## src/rtl/acq_pkg.sv

```systemverilog
// Shared definitions for the acquisition front end: FSM encoding, default widths
// and a constant-foldable ceil(log2) used to size counters.
package acq_pkg;

    typedef enum logic [2:0] {
        StIdle    = 3'd0,
        StScan    = 3'd1,
        StWait    = 3'd2,
        StPresent = 3'd3,
        StDone    = 3'd4
    } acq_state_e;

    localparam int unsigned AcqNumCh = 4;
    localparam int unsigned AcqDataW = 2;

    // Never returns less than 1 so single-entry counters still get a bit.
    function automatic int unsigned clog2(input int unsigned val);
        int unsigned res;
        longint unsigned pow;
        res = 0;
        pow = 1;
        while (pow < longint'(val)) begin
            pow = pow << 1;
            res++;
        end
        return (res == 0) ? 1 : res;
    endfunction

endpackage

```

## src/rtl/acq_sequencer_if.sv

```systemverilog
// Sample output port of the acquisition sequencer: valid/ready handshake carrying
// the captured register value and its channel tag.
interface acq_sequencer_if
    import acq_pkg::*;
#(
    parameter int unsigned NUM_CH = AcqNumCh,
    parameter int unsigned DATA_W = AcqDataW
) ();

    localparam int unsigned CH_W = clog2(NUM_CH);

    logic              out_valid;
    logic              out_ready;
    logic [DATA_W-1:0] out_data;
    logic [CH_W-1:0]   out_ch;

    modport master (
        output out_valid,
        output out_data,
        output out_ch,
        input  out_ready
    );

    modport slave (
        input  out_valid,
        input  out_data,
        input  out_ch,
        output out_ready
    );

endinterface

```

## src/rtl/acq_settle_timer.sv

```systemverilog
// Loadable down-counter timing the settle window between a register load strobe
// and sampling that register's output.
module acq_settle_timer
    import acq_pkg::*;
#(
    parameter int unsigned SETTLE = 3
) (
    input  logic new_clk,
    input  logic reset_n,
    input  logic load,
    input  logic dec,
    output logic zero
);

    localparam int unsigned CNT_W = clog2(SETTLE + 1);

    logic [CNT_W-1:0] cnt_q, cnt_d;

    always_comb begin
        cnt_d = cnt_q;
        if (load) begin
            cnt_d = CNT_W'(SETTLE);
        end else if (dec && (cnt_q != '0)) begin
            cnt_d = cnt_q - 1'b1;
        end
    end

    // Flags the decrement that lands on zero, so the caller acts on that same edge.
    assign zero = dec && (cnt_q == CNT_W'(1));

    always_ff @(posedge new_clk or negedge reset_n) begin
        if (!reset_n) begin
            cnt_q <= '0;
        end else begin
            cnt_q <= cnt_d;
        end
    end

endmodule

```

## src/rtl/acq_sequencer.sv

```systemverilog
// Frame sequencer: strobes each enabled channel register in ascending order, waits
// the settle time, then offers the captured sample on a valid/ready port.
module acq_sequencer
    import acq_pkg::*;
#(
    parameter int unsigned NUM_CH = AcqNumCh,
    parameter int unsigned DATA_W = AcqDataW,
    parameter int unsigned SETTLE = 3
) (
    input  logic                     new_clk,
    input  logic                     reset_n,
    input  logic                     start,
    input  logic [NUM_CH-1:0]        ch_mask,
    input  logic [NUM_CH*DATA_W-1:0] reg_q,
    output logic [NUM_CH-1:0]        reg_en,
    output logic                     busy,
    output logic                     frame_done,
    output logic                     overrun,
    input  logic                     clr_ovr,
    acq_sequencer_if.master          out_if
);

    localparam int unsigned CH_W = clog2(NUM_CH);

    acq_state_e        state_q, state_d;
    logic [CH_W-1:0]   ch_q, ch_d;
    logic [NUM_CH-1:0] mask_q, mask_d;
    logic [DATA_W-1:0] out_data_q, out_data_d;
    logic [CH_W-1:0]   out_ch_q, out_ch_d;
    logic              ovr_q, ovr_d;

    logic accept;
    logic ch_en;
    logic ch_last;
    logic ch_inc;
    logic capture;
    logic valid;
    logic tmr_load;
    logic tmr_dec;
    logic tmr_zero;

    assign accept  = (state_q == StIdle) && start && (ch_mask != '0);
    assign ch_en   = mask_q[ch_q];
    assign ch_last = (ch_q == CH_W'(NUM_CH - 1));

    acq_settle_timer #(
        .SETTLE (SETTLE)
    ) u_settle_timer (
        .new_clk (new_clk),
        .reset_n (reset_n),
        .load    (tmr_load),
        .dec     (tmr_dec),
        .zero    (tmr_zero)
    );

    always_ff @(posedge new_clk or negedge reset_n) begin
        if (!reset_n) begin
            state_q <= StIdle;
        end else begin
            state_q <= state_d;
        end
    end

    always_comb begin
        state_d = state_q;
        unique case (state_q)
            StIdle: begin
                if (accept) begin
                    state_d = StScan;
                end
            end
            StScan: begin
                if (ch_en) begin
                    state_d = StWait;
                end else if (ch_last) begin
                    state_d = StDone;
                end
            end
            StWait: begin
                if (tmr_zero) begin
                    state_d = StPresent;
                end
            end
            StPresent: begin
                if (out_if.out_ready) begin
                    state_d = ch_last ? StDone : StScan;
                end
            end
            StDone:  state_d = StIdle;
            default: state_d = StIdle;
        endcase
    end

    // reg_en is a pure decode of state, so reset clears an in-flight strobe at once.
    always_comb begin
        reg_en     = '0;
        busy       = 1'b1;
        frame_done = 1'b0;
        valid      = 1'b0;
        tmr_load   = 1'b0;
        tmr_dec    = 1'b0;
        capture    = 1'b0;
        ch_inc     = 1'b0;
        unique case (state_q)
            StIdle: busy = 1'b0;
            StScan: begin
                if (ch_en) begin
                    reg_en[ch_q] = 1'b1;
                    tmr_load     = 1'b1;
                end else begin
                    ch_inc = !ch_last;
                end
            end
            StWait: begin
                tmr_dec = 1'b1;
                capture = tmr_zero;
            end
            StPresent: begin
                valid  = 1'b1;
                ch_inc = out_if.out_ready && !ch_last;
            end
            StDone:  frame_done = 1'b1;
            default: busy = 1'b0;
        endcase
    end

    always_comb begin
        ch_d       = ch_q;
        mask_d     = mask_q;
        out_data_d = out_data_q;
        out_ch_d   = out_ch_q;
        ovr_d      = ovr_q;
        if (accept) begin
            ch_d   = '0;
            mask_d = ch_mask;
        end else if (ch_inc) begin
            ch_d = ch_q + 1'b1;
        end
        if (capture) begin
            out_data_d = reg_q[int'(ch_q) * int'(DATA_W) +: DATA_W];
            out_ch_d   = ch_q;
        end
        // Set has priority over clear when both land in the same cycle.
        if (clr_ovr) begin
            ovr_d = 1'b0;
        end
        if (start && (state_q != StIdle)) begin
            ovr_d = 1'b1;
        end
    end

    always_ff @(posedge new_clk or negedge reset_n) begin
        if (!reset_n) begin
            ch_q       <= '0;
            mask_q     <= '0;
            out_data_q <= '0;
            out_ch_q   <= '0;
            ovr_q      <= 1'b0;
        end else begin
            ch_q       <= ch_d;
            mask_q     <= mask_d;
            out_data_q <= out_data_d;
            out_ch_q   <= out_ch_d;
            ovr_q      <= ovr_d;
        end
    end

    assign out_if.out_valid = valid;
    assign out_if.out_data  = out_data_q;
    assign out_if.out_ch    = out_ch_q;
    assign overrun          = ovr_q;

endmodule

```

## src/flat_wrapper.sv

```systemverilog
// flat-port wrapper written by rule: the top's interface ports become plain ports
module acq_sequencer_flat import acq_pkg::*;
#(
    parameter int unsigned NUM_CH = AcqNumCh,
    parameter int unsigned DATA_W = AcqDataW,
    parameter int unsigned SETTLE = 3
)
  (new_clk, reset_n, start, ch_mask, reg_q, reg_en, busy, frame_done, overrun, clr_ovr, out_if_out_valid, out_if_out_data, out_if_out_ch, out_if_out_ready);
  acq_sequencer_if #(.NUM_CH(NUM_CH), .DATA_W(DATA_W)) out_if_i ();
  input  logic new_clk;
  input  logic reset_n;
  input  logic start;
  input  logic [NUM_CH-1:0] ch_mask;
  input  logic [NUM_CH*DATA_W-1:0] reg_q;
  output logic [NUM_CH-1:0] reg_en;
  output logic busy;
  output logic frame_done;
  output logic overrun;
  input  logic clr_ovr;
  output wire logic [$bits(out_if_i.out_valid)-1:0] out_if_out_valid;
  output wire logic [$bits(out_if_i.out_data)-1:0] out_if_out_data;
  output wire logic [$bits(out_if_i.out_ch)-1:0] out_if_out_ch;
  input wire logic [$bits(out_if_i.out_ready)-1:0] out_if_out_ready;
  assign out_if_out_valid = out_if_i.out_valid;
  assign out_if_out_data = out_if_i.out_data;
  assign out_if_out_ch = out_if_i.out_ch;
  assign out_if_i.out_ready = out_if_out_ready;
  acq_sequencer #(.NUM_CH(NUM_CH), .DATA_W(DATA_W), .SETTLE(SETTLE)) u_core (.new_clk(new_clk), .reset_n(reset_n), .start(start), .ch_mask(ch_mask), .reg_q(reg_q), .reg_en(reg_en), .busy(busy), .frame_done(frame_done), .overrun(overrun), .clr_ovr(clr_ovr), .out_if(out_if_i));
endmodule
```

## config.mk

```make
export PLATFORM = sky130hd
export DESIGN_NAME = acq_sequencer_flat
export DESIGN_NICKNAME = d
export VERILOG_FILES = /design/src/rtl/acq_pkg.sv /design/src/rtl/acq_sequencer_if.sv /design/src/rtl/acq_settle_timer.sv /design/src/rtl/acq_sequencer.sv /design/src/flat_wrapper.sv
export SDC_FILE = /design/constraint.sdc
export NUM_CORES = 1
export LEC_CHECK = 0
export ABC_AREA = 1
export BUFFER_PORTS_ARGS = -buffer_cell sky130_fd_sc_hd__clkbuf_2
export CAP_MARGIN = 20
export CORE_ASPECT_RATIO = 0.9
export CORE_MARGIN = 2
export CORE_UTILIZATION = 54
export CTS_CLUSTER_DIAMETER = 30
export DETAILED_ROUTE_END_ITERATION = 10
export PLACE_DENSITY = 0.86
export SETUP_SLACK_MARGIN = 0.1
export SLEW_MARGIN = 20
export SYNTH_ARGS = -nofsm -noshare
export SYNTH_HDL_FRONTEND = slang
export SYNTH_SLANG_ARGS = --single-unit
```

## constraint.sdc

```tcl
create_clock -name new_clk -period 3.8 [get_ports new_clk]
set_clock_uncertainty 0.2 [all_clocks]
set_input_delay 0.57 -clock new_clk [delete_from_list [all_inputs] [get_ports new_clk]]
set_output_delay 0.57 -clock new_clk [all_outputs]
set_load 0.05 [all_outputs]
```

---- Yosys cells after proc, flatten, opt, wreduce, memory -nomap -nowiden ----
Cells that the tools add are included.
word-level totals
  flip-flop bits (word level) ............. 16
  latch bits .............................. 0
  RAM bits ................................ 0
  bits in read-only memories .............. 0
  input port bits ......................... 17
  output and inout port bits .............. 12
  logic and storage cells ................. 67
  memories ................................ 0
cells by class
  add/sub/neg operators ................... 2
  multipliers ............................. 0
  div/mod/pow operators ................... 0
  order comparisons ....................... 2
  eq/ne operators ......................... 10
  shift-type cells ........................ 1
  muxes and demuxes ....................... 28
  bitwise logic cells ..................... 0
  reduce and logical (&&, ||, !) cells .... 17
operators by type and width
  kind                   count
  $mux W3                6
  $mux W1                12
  $pmux W3 S4            1
  $mux W2                4
  $mux W4                2
  $reduce_bool A2 Y1     4
  $shiftx A8 B4 Y2       1
  $logic_and A1 B1 Y1    7
  $eq A3 B2 Y1 const B   2
  $ne A2 B1 Y1 const B   2
  $reduce_and A4 Y1      1
  $reduce_bool A4 Y1     1
  $reduce_or A4 Y1       1
  $eq A3 B1 Y1 const B   1
  $eq A3 B3 Y1 const B   1
  $logic_not A3 Y1       1
  $lt A2 B3 Y1 const B   1
  $ne A3 B1 Y1 const B   1
  $reduce_bool A3 Y1     1
  $add A2 B1 Y2 const B  1
  $bmux W1 S2            1
  $demux W1 S2           1
  $eq A2 B1 Y1 const B   1
  $eq A2 B2 Y1 const B   1
  5 further kinds        5

---- Logic depth before layout (Yosys ltp) ----
Gate-level depths: netlist (run 1).
  depth in word-level cells ............... 6
  depth in mapped cells ................... 9
  depth with buffers taken out ............ 8

---- Hierarchy ----
A second synthesis (run 1) with hierarchy kept.
unflattened totals
  cell total of the unflattened synthesis .. 138
  area total of the unflattened synthesis .. 1028.5 um^2
by module, submodules not included
  module            times used  cells each  area an instance (um^2)  sequential area each (um^2)
  acq_sequencer     1           120         895.9                    350.3
  acq_settle_timer  1           18          132.6                    50.0

---- Least setup slack after synthesis (run 1) ----
No wires, ideal clock.
  path type ............................... flip-flop to output port
  start point ............................. register u_core.state_q[1]
  end point ............................... output busy
  arrival ................................. 1.746 ns
  data required time ...................... 3.030 ns
  path slack .............................. 1.284 ns
  stages on the path, launching flop included .. 5
  buffers on the path ..................... 0
  path through ............................ dfrtp_1 -> inv_1 -> nand2_1 -> nor2_1 -> nand3b_1
between the ends
  longest elaborated chain between the ends .. 3
  elaborated cells between the ends (all ways) .. 6
  classes of those cells .................. eq/ne: 4; mux: 1; reduce/logical: 1
RTL lines
  what                                  line                  RTL
  start, declared                       acq_sequencer.sv:25   acq_state_e state_q, state_d;
  start signal, assigned                acq_sequencer.sv:58   state_q <= StIdle;
  start signal, assigned                acq_sequencer.sv:60   state_q <= state_d;
  $eq A3 B3 Y1 (tied with other cells)  acq_sequencer.sv:104  unique case (state_q)
  $reduce_or A4 Y1 (no source line) *   n/a
  $mux W1 *                             acq_sequencer.sv:104
  end, declared                         flat_wrapper.sv:16    output logic busy;
Every way passes the cells marked *; elsewhere a longest branch is shown, timed or not.

---- Worst setup path after layout (run 1) ----
  start point ............................. register u_core.ch_q[0]
  end point ............................... output reg_en[1]
between the ends
  longest elaborated chain between the ends .. 6
  elaborated cells between the ends (all ways) .. 9
  classes of those cells .................. order compare: 2; mux: 6; reduce/logical: 1
RTL lines
  what                                                                line                  RTL
  start, declared                                                     acq_sequencer.sv:26   logic [CH_W-1:0] ch_q, ch_d;
  start signal, assigned                                              acq_sequencer.sv:160  ch_q <= ch_d;
  $lt A2 B3 Y1 (implied by the code) or $ge A2 B1 Y1 (tied branches)  acq_sequencer.sv:108  reg_en[ch_q] = 1'b1;
  $logic_and A1 B1 Y1 (implied by the code)                           acq_sequencer.sv:108
  $mux W1 (implied by the code)                                       acq_sequencer.sv:108
  $demux W1 S2                                                        n/a
  $mux W4 *                                                           acq_sequencer.sv:107  if (ch_en) begin
  $mux W4 *                                                           acq_sequencer.sv:104
  end, declared                                                       flat_wrapper.sv:15    output logic [NUM_CH-1:0] reg_en;
Every way passes the cells marked *; elsewhere a longest branch is shown, timed or not. The select of a mux whose other input is x is not followed.

==> summary.md, run 1 <==
| Metric | Value |
|---|---|
| Crit Path Max Fanout | `10` |
| Buffers added on ports | `28` |
| Flop pwr share | `55.2%` |
| Core area | `1720 µm²` |
| # DRC | `0` |
| Peak Freq | `394 MHz` |
| Crit. End Element | `primary output` |
| Final std cells w/o fill | `190` |
| Async SR Flop Fraction | `100%` |
| I/O Pins | `29` |
| CP cell instances | `inv_6 -> nand2_1 -> nand3_1 -> nand3_2 -> nor2_1 -> clkbuf_2` |
| Min setup slack post-route | `1260 ps` |
| DIE AREA | `2240 µm²` |
| Clock share of power | `38.1%` |
| EDFF count, synth | `0` |
| NumNets Final | `190` |
| Share of cells above drive strength 1 | `25.9%` |
| Diode count | `0` |
| Largest net degree at the start of global routing | `17` |
| Initial Util | `59.0%` |
| Final total power | `0.310 mW` |
| Cell Rows | `14` |
| Worst vdd ir | `0.000207 V` |
| Top_reg_cell synth | `dfrtp_1` |
| Die X-Extent | `49.6 µm` |
| Cell area after placement | `1160 µm²` |
| Actual transition at the worst max-transition pin | `428 ps` |
| Synth Instances | `135` |
| Status | `finished clean` |
| Tmin final | `2540 ps` |
| First-pass DRT Iterations | `4` |
| Clk_lat worst skew | `300 ps` |
| CTS Buf Count | `3` |
| First-pass GRT wire length | `3860 µm` |
| P&R area growth vs syn | `19.5%` |
| Tcrit/Tclk final | `66.8%` |
| Vias per cell | `5.23` |
| Drt wl/cell | `12.1 µm` |
| Switch share | `23.2%` |
| Syn Nets | `158` |
| Initial antenna violation count | `0` |
| Sw Pwr | `0.0720 mW` |
| Post-Syn Area | `1010 µm²` |
| Final TNS setup | `0 ps` |
| Critical path class | `reg2out` |
| Final Cell Area | `1210 µm²` |
| Clock Path Buffers | `2` |
| Vias | `993` |
| CTS tree | `built` |
| Resized cells post-CTS | `0` |
| Yosys reg bits | `16` |
| Syn. warnings | `0` |
| Pins Over Slew Limit | `0` |
| H-tree depth | `1` |
| Antenna Nets Post-Route | `0` |
| LEAKAGE | `0.636 nW` |
| Unique cell type count in the Yosys netlist | `23` |
| GPL Wtd Cong | `0.807` |
| Clk sinks | `16` |
| Tot GR Track Use | `23.2%` |
| Pre-CTS setup slack | `1620 ps` |
| Worst setup SP type | `flip-flop` |
| Slowest-stage cell, CP | `dfrtp_1` |
| CP peak stage delay | `530 ps` |
| Critical path arrival | `1770 ps` |
| Req. time, crit path | `3030 ps` |
| GRT Residual Overflow | `0` |
| Sequential fraction of the synthesis area | `39.6%` |
| DP Cell Count | `185` |
| Worst hold path class | `in2reg` |
| Worst-path clk slew | `100 ps` |
| Slew headroom | `71.5%` |
| Post-DP HPWL | `1690 µm` |
| Die Ht | `45.1 µm` |
| Final setup fails | `0` |
| Unrepaired setup endpoints after global routing | `false` |
| Int Pwr | `0.238 mW` |
| Post-Route WL | `2310 µm` |
| Clock root buffer | `clkbuf_4` |
| Final Hold Viols | `0` |
| P per Cell Area | `256 nW/µm²` |
| Gate power share | `6.6%` |
| Avg Inst Size Synth | `7.50 µm²` |
| Vias in the first global route | `871` |
| Max Cap Viol | `0` |
| DRT iter0 DRCs | `34` |
[cell families after synthesis]
| group | share of synthesized area, % |
|---|---|
| AND/OR/NAND/NOR | 32.9 |
| adder cells (fa/ha/maj) | 7.42 |
| flip-flops | 39.6 |
| AO/OA/AOI/OAI | 9.64 |
| buffers and inverters | 10.5 |
[cell usage in the layout, fill, tap and decap left out, types with 2 or more instances in the layout]
cell type | Yosys | routed
ha_1 | 6 | 6
nand2_1 | 26 | 26
clkbuf_4 | 0 | 3
nand3_1 | 6 | 6
dfrtp_1 | 16 | 16
a31oi_1 | 2 | 2
o21ai_0 | 9 | 9
a21oi_1 | 4 | 4
clkbuf_2 | 0 | 28
nand3_2 | 5 | 5
nand2_2 | 2 | 2
nor2_1 | 25 | 25
nand4_1 | 3 | 3
inv_1 | 20 | 20
[sequential cells by signal, indices dropped and copies added, names as in the netlist]
signal and cells:
u_core.u_settle_timer.cnt_q 2, u_core.overrun 1, u_core.state_q 3, u_core.mask_q 4
u_core.ch_q 2, u_core.out_if.out_ch 2, u_core.out_if.out_data 2
[stage by stage]
step | utilization [%] | hold slack, ps
2_1_floorplan | - | 74.4
3_3_place_gp | 67.8 | 273
3_5_place_dp | 67.8 | 283
4_1_cts | 70.5 | 237
5_1_grt | 70.5 | 257
6_report | 70.5 | 241
[worst paths after layout]
check                                 startpoint                 endpoint  slack [ps]  cells after the start
worst max-delay path              u_core.ch_q[0]                reg_en[1]        1260                      6
worst max register to register    u_core.ch_q[0]           u_core.ch_q[1]        2060                      6
min in group asynchronous                reset_n  u_core.out_if.out_ch[1]         520                      2
worst min-delay path                     clr_ovr           u_core.overrun         240                      2
max in group asynchronous                reset_n         u_core.mask_q[2]        2580                      2
worst min register to register  u_core.mask_q[2]         u_core.mask_q[2]         310                      2
[power groups by stage]
stage	combinational (mW)	sequential, mW	clock, mW
after floorplan	0.00383	0.177	0
after global placement	0.0193	0.175	0
after detailed placement	0.0199	0.175	0
after CTS	0.0208	0.171	0.121
after global routing	0.0232	0.171	0.125
final	0.0206	0.171	0.118
[synth_stat cells, types with 2 or more instances]
library cell,number,share of area (%)
ha_1,6,7.4
nand4_1,3,1.9
a31oi_1,2,1.2
dfrtp_1,16,40
nand2_1,26,9.6
nor2_1,25,9.3
nand2_2,2,1.2
o21ai_0,9,4.4
nand3_1,6,3.0
nand3_2,5,4.9
inv_1,20,7.4
a21oi_1,4,2.0
[repair_timing]
item,4_1_cts,5_1_grt
setup buffers,0,0
hold buffers,1,0
endpoints found under the hold margin,16,0
[cell type report]
type	instances	area, µm²
multi-input cells	95	505
repair buffers	29	150
well taps	24	30.0
flip-flops and latches	16	400
fillers	158	507
inverters	22	87.6
clock buffers	4	36.3
[critical path: cells and delay by family, from the launching register on]
| family | cells | cell delay (ps) |
|---|---|---|
| DFF | 1 | 530 |
| and+or+nand+nor | 4 | 480 |
| buffers and inverters | 2 | 450 |
[layer usage]
metal / wire, µm / vias up / track usage [%]
li1: - / 490 / -
met2: 1130 / 37 / 41.6
met3: 152 / 5 / 3.64
met1: 985 / 461 / 27.9
met5: 0 / - / 0
met4: 41 / 0 / 11.1
Power figures use the tool's default switching activity.
==> run 2: changes to the inputs <==
CORE_UTILIZATION = 45   (was 54)
PLACE_DENSITY = 0.76   (was 0.86)
clock period = 2.1 ns   (was 3.8 ns; I/O delays follow)
==> summary.md, run 2 (same netlist as run 1, synthesis figures left out) <==
| Metric | Value |
|---|---|
| Critical path arrival | `1550 ps (-220 ps)` |
| Vias in the first global route | `927 (+6.4%)` |
| Fill count | `187 (+18%)` |
| Tot GR Track Use | `19.5% (-3.7 points)` |
| Vias per cell | `4.96 (-5.2%)` |
| Worst-path clk slew | `90 ps (about the same)` |
| Die X-Extent | `54.0 µm (+8.8%)` |
| CTS tree | `built` |
| Status | `finished clean` |
| Worst vdd ir | `0.000370 V (+79%)` |
| Clk_lat worst skew | `290 ps (about the same)` |
| NumNets Final | `202 (+6.3%)` |
| GPL Wtd Cong | `0.791 (-2.0%)` |
| Vias | `1016 (+2.3%)` |
| Crit. End Element | `primary output` |
| Post-layout util | `65.6% (-4.9 points)` |
| GRT Residual Overflow | `0 (unchanged)` |
| Die Ht | `49.0 µm (+8.7%)` |
| Worst hold path class | `in2reg` |
| Share of cells above drive strength 1 | `38.8% (+13 points)` |
| Final Cell Area | `1420 µm² (+17%)` |
| DRT iter0 DRCs | `14 (-59%)` |
| Cell Rows | `16 (+2)` |
| DIE AREA | `2650 µm² (+18%)` |
| First-pass DRT Iterations | `4 (unchanged)` |
| P per Cell Area | `393 nW/µm² (+53%)` |
| H-tree depth | `1 (unchanged)` |
| CP cell instances | `inv_2 -> nand2_4 -> nor2_4 -> nand3_4 -> nor2_4 -> buf_8` |
| CP peak stage delay | `430 ps (-100 ps)` |
| CTS Buf Count | `3 (unchanged)` |
| Final setup fails | `0 (unchanged)` |
| I/O Pins | `29 (unchanged)` |
| Largest net degree at the start of global routing | `17 (unchanged)` |
| Most common cell after layout, fill and taps aside | `nand2_1` |
| Initial antenna violation count | `0 (unchanged)` |
| Cell area after placement | `1170 µm² (+0.54%)` |
| Peak Freq | `484 MHz` |
| Worst setup SP type | `flip-flop` |
| Core area | `2160 µm² (+26%)` |
| Req. time, crit path | `1580 ps (-1450 ps)` |
| Cell mode on critical path | `nor2_4` |
| Critical path class | `reg2out` |
| Final Hold Viols | `0 (unchanged)` |
| Slew headroom | `71.5% (about the same)` |
| Buffers added on ports | `28 (unchanged)` |
| Post-Route WL | `2470 µm (+7.0%)` |
| Reg2reg setup slack | `390 ps (-1670 ps)` |
| Clock Path Buffers | `2 (unchanged)` |
| Post-DP HPWL | `1700 µm (+0.94%)` |
| Largest regs | `u_core.mask_q x4, u_core.state_q x3` |
| Pins Over Slew Limit | `0 (unchanged)` |
| First-pass GRT wire length | `3870 µm (+0.34%)` |
| Number of flip-flops in the largest register | `4 (unchanged)` |
| Diode count | `0 (unchanged)` |
| # DRC | `0 (unchanged)` |
| Clk sinks | `16 (unchanged)` |
| P&R area growth vs syn | `40.0%` |
| Tcrit/Tclk final | `98.3%` |
| Initial Util | `46.8% (-12 points)` |
| Max Cap Viol | `0 (unchanged)` |
| Register with the highest flop count | `u_core.mask_q` |
| Drt wl/cell | `12.0 µm (-0.84%)` |
| Crit Path Max Fanout | `5 (-5)` |
| Clock root buffer | `clkbuf_4` |
| Tmin final | `2070 ps` |
| Slowest-stage cell, CP | `dfrtp_1` |
| Most frequent cells in the layout | `25 x nand2_1, 23 x clkbuf_2, 19 x nor2_1, 17 x inv_1, 13 x dfrtp_1` |
| Antenna Nets Post-Route | `0 (unchanged)` |
| Actual transition at the worst max-transition pin | `427 ps (-1.04 ps)` |
| LEAKAGE | `0.702 nW (+10%)` |
| Unrepaired setup endpoints after global routing | `true` |
run 2: changes by cell type in the layout (fill, tap and decap cells not counted), sizes merged:
cell | before | now
clkinv | 0 | 1
buf | 0 | 15
dlygate4sd3 | 1 | 2
inv | 22 | 21
clkbuf | 32 | 28
run 2: timing repair:
item / CTS / global route
hold buffers: 2 / 0
setup buffers: 3 / 8
hold endpoints to repair: 17 / 0
setup endpoints to repair: 4 / 6
pin swaps: 1 / 5
resized for setup: 18 / 18
run 2: where the power goes:
part | switching (mW) | total [mW] | internal, mW | leakage [nW]
logic | 0.0221 | 0.0391 | 0.0170 | 0.480
clock network | 0.103 | 0.208 | 0.106 | 0.0210
registers | 0.000770 | 0.310 | 0.309 | 0.201
total | 0.125 | 0.557 | 0.432 | 0.702
run 2: layer usage:
layer	GRT usage [%]	wire length (µm)	vias to the layer above
li1	-	-	515
met2	34.8	1280	34
met1	21.9	1030	462
met4	4.58	18	0
met3	6.13	139	5
met5	0	0	-
run 2: area by class of cell:
type	instances	area, µm²	share of cell area, %
Inverter	22	87.6	6.18
Clock buffer	4	36.3	2.56
Multi-Input combinational cell	95	571	40.2
Sequential cell	16	404	28.5
Tap cell	27	33.8	2.38
Timing Repair Buffer	41	285	20.1
run 2: worst max-delay path, delay by kind of cell, from the launching register on:
family | cells | cell delay (ps)
flip-flops | 1 | 430
AND/OR/NAND/NOR | 4 | 550
buffers and inverters | 2 | 260
run 2: stage by stage:
stage	setup TNS [ps]	hold WS [ps]	power, mW	setup WS [ps]	cells
2_1_floorplan	0	-181	0.328	54.7	135
3_3_place_gp	0	59.7	0.351	190	188
3_5_place_dp	0	66.7	0.353	169	188
4_1_cts	0	45.8	0.563	106	197
5_1_grt	-80.2	65.4	0.589	-26.0	205
6_report	0	49.8	0.557	34.7	205
run 2: final timing paths:
path | from | endpoint | cells after the start
max in group asynchronous | reset_n | u_core.state_q[1] | 2
min | ch_mask[1] | u_core.mask_q[1] | 3
max | u_core.state_q[2] | reg_en[2] | 6
min reg2reg | u_core.mask_q[1] | u_core.mask_q[1] | 2
max reg2reg | u_core.state_q[2] | u_core.state_q[1] | 9
min in group asynchronous | reset_n | u_core.out_if.out_data[1] | 2
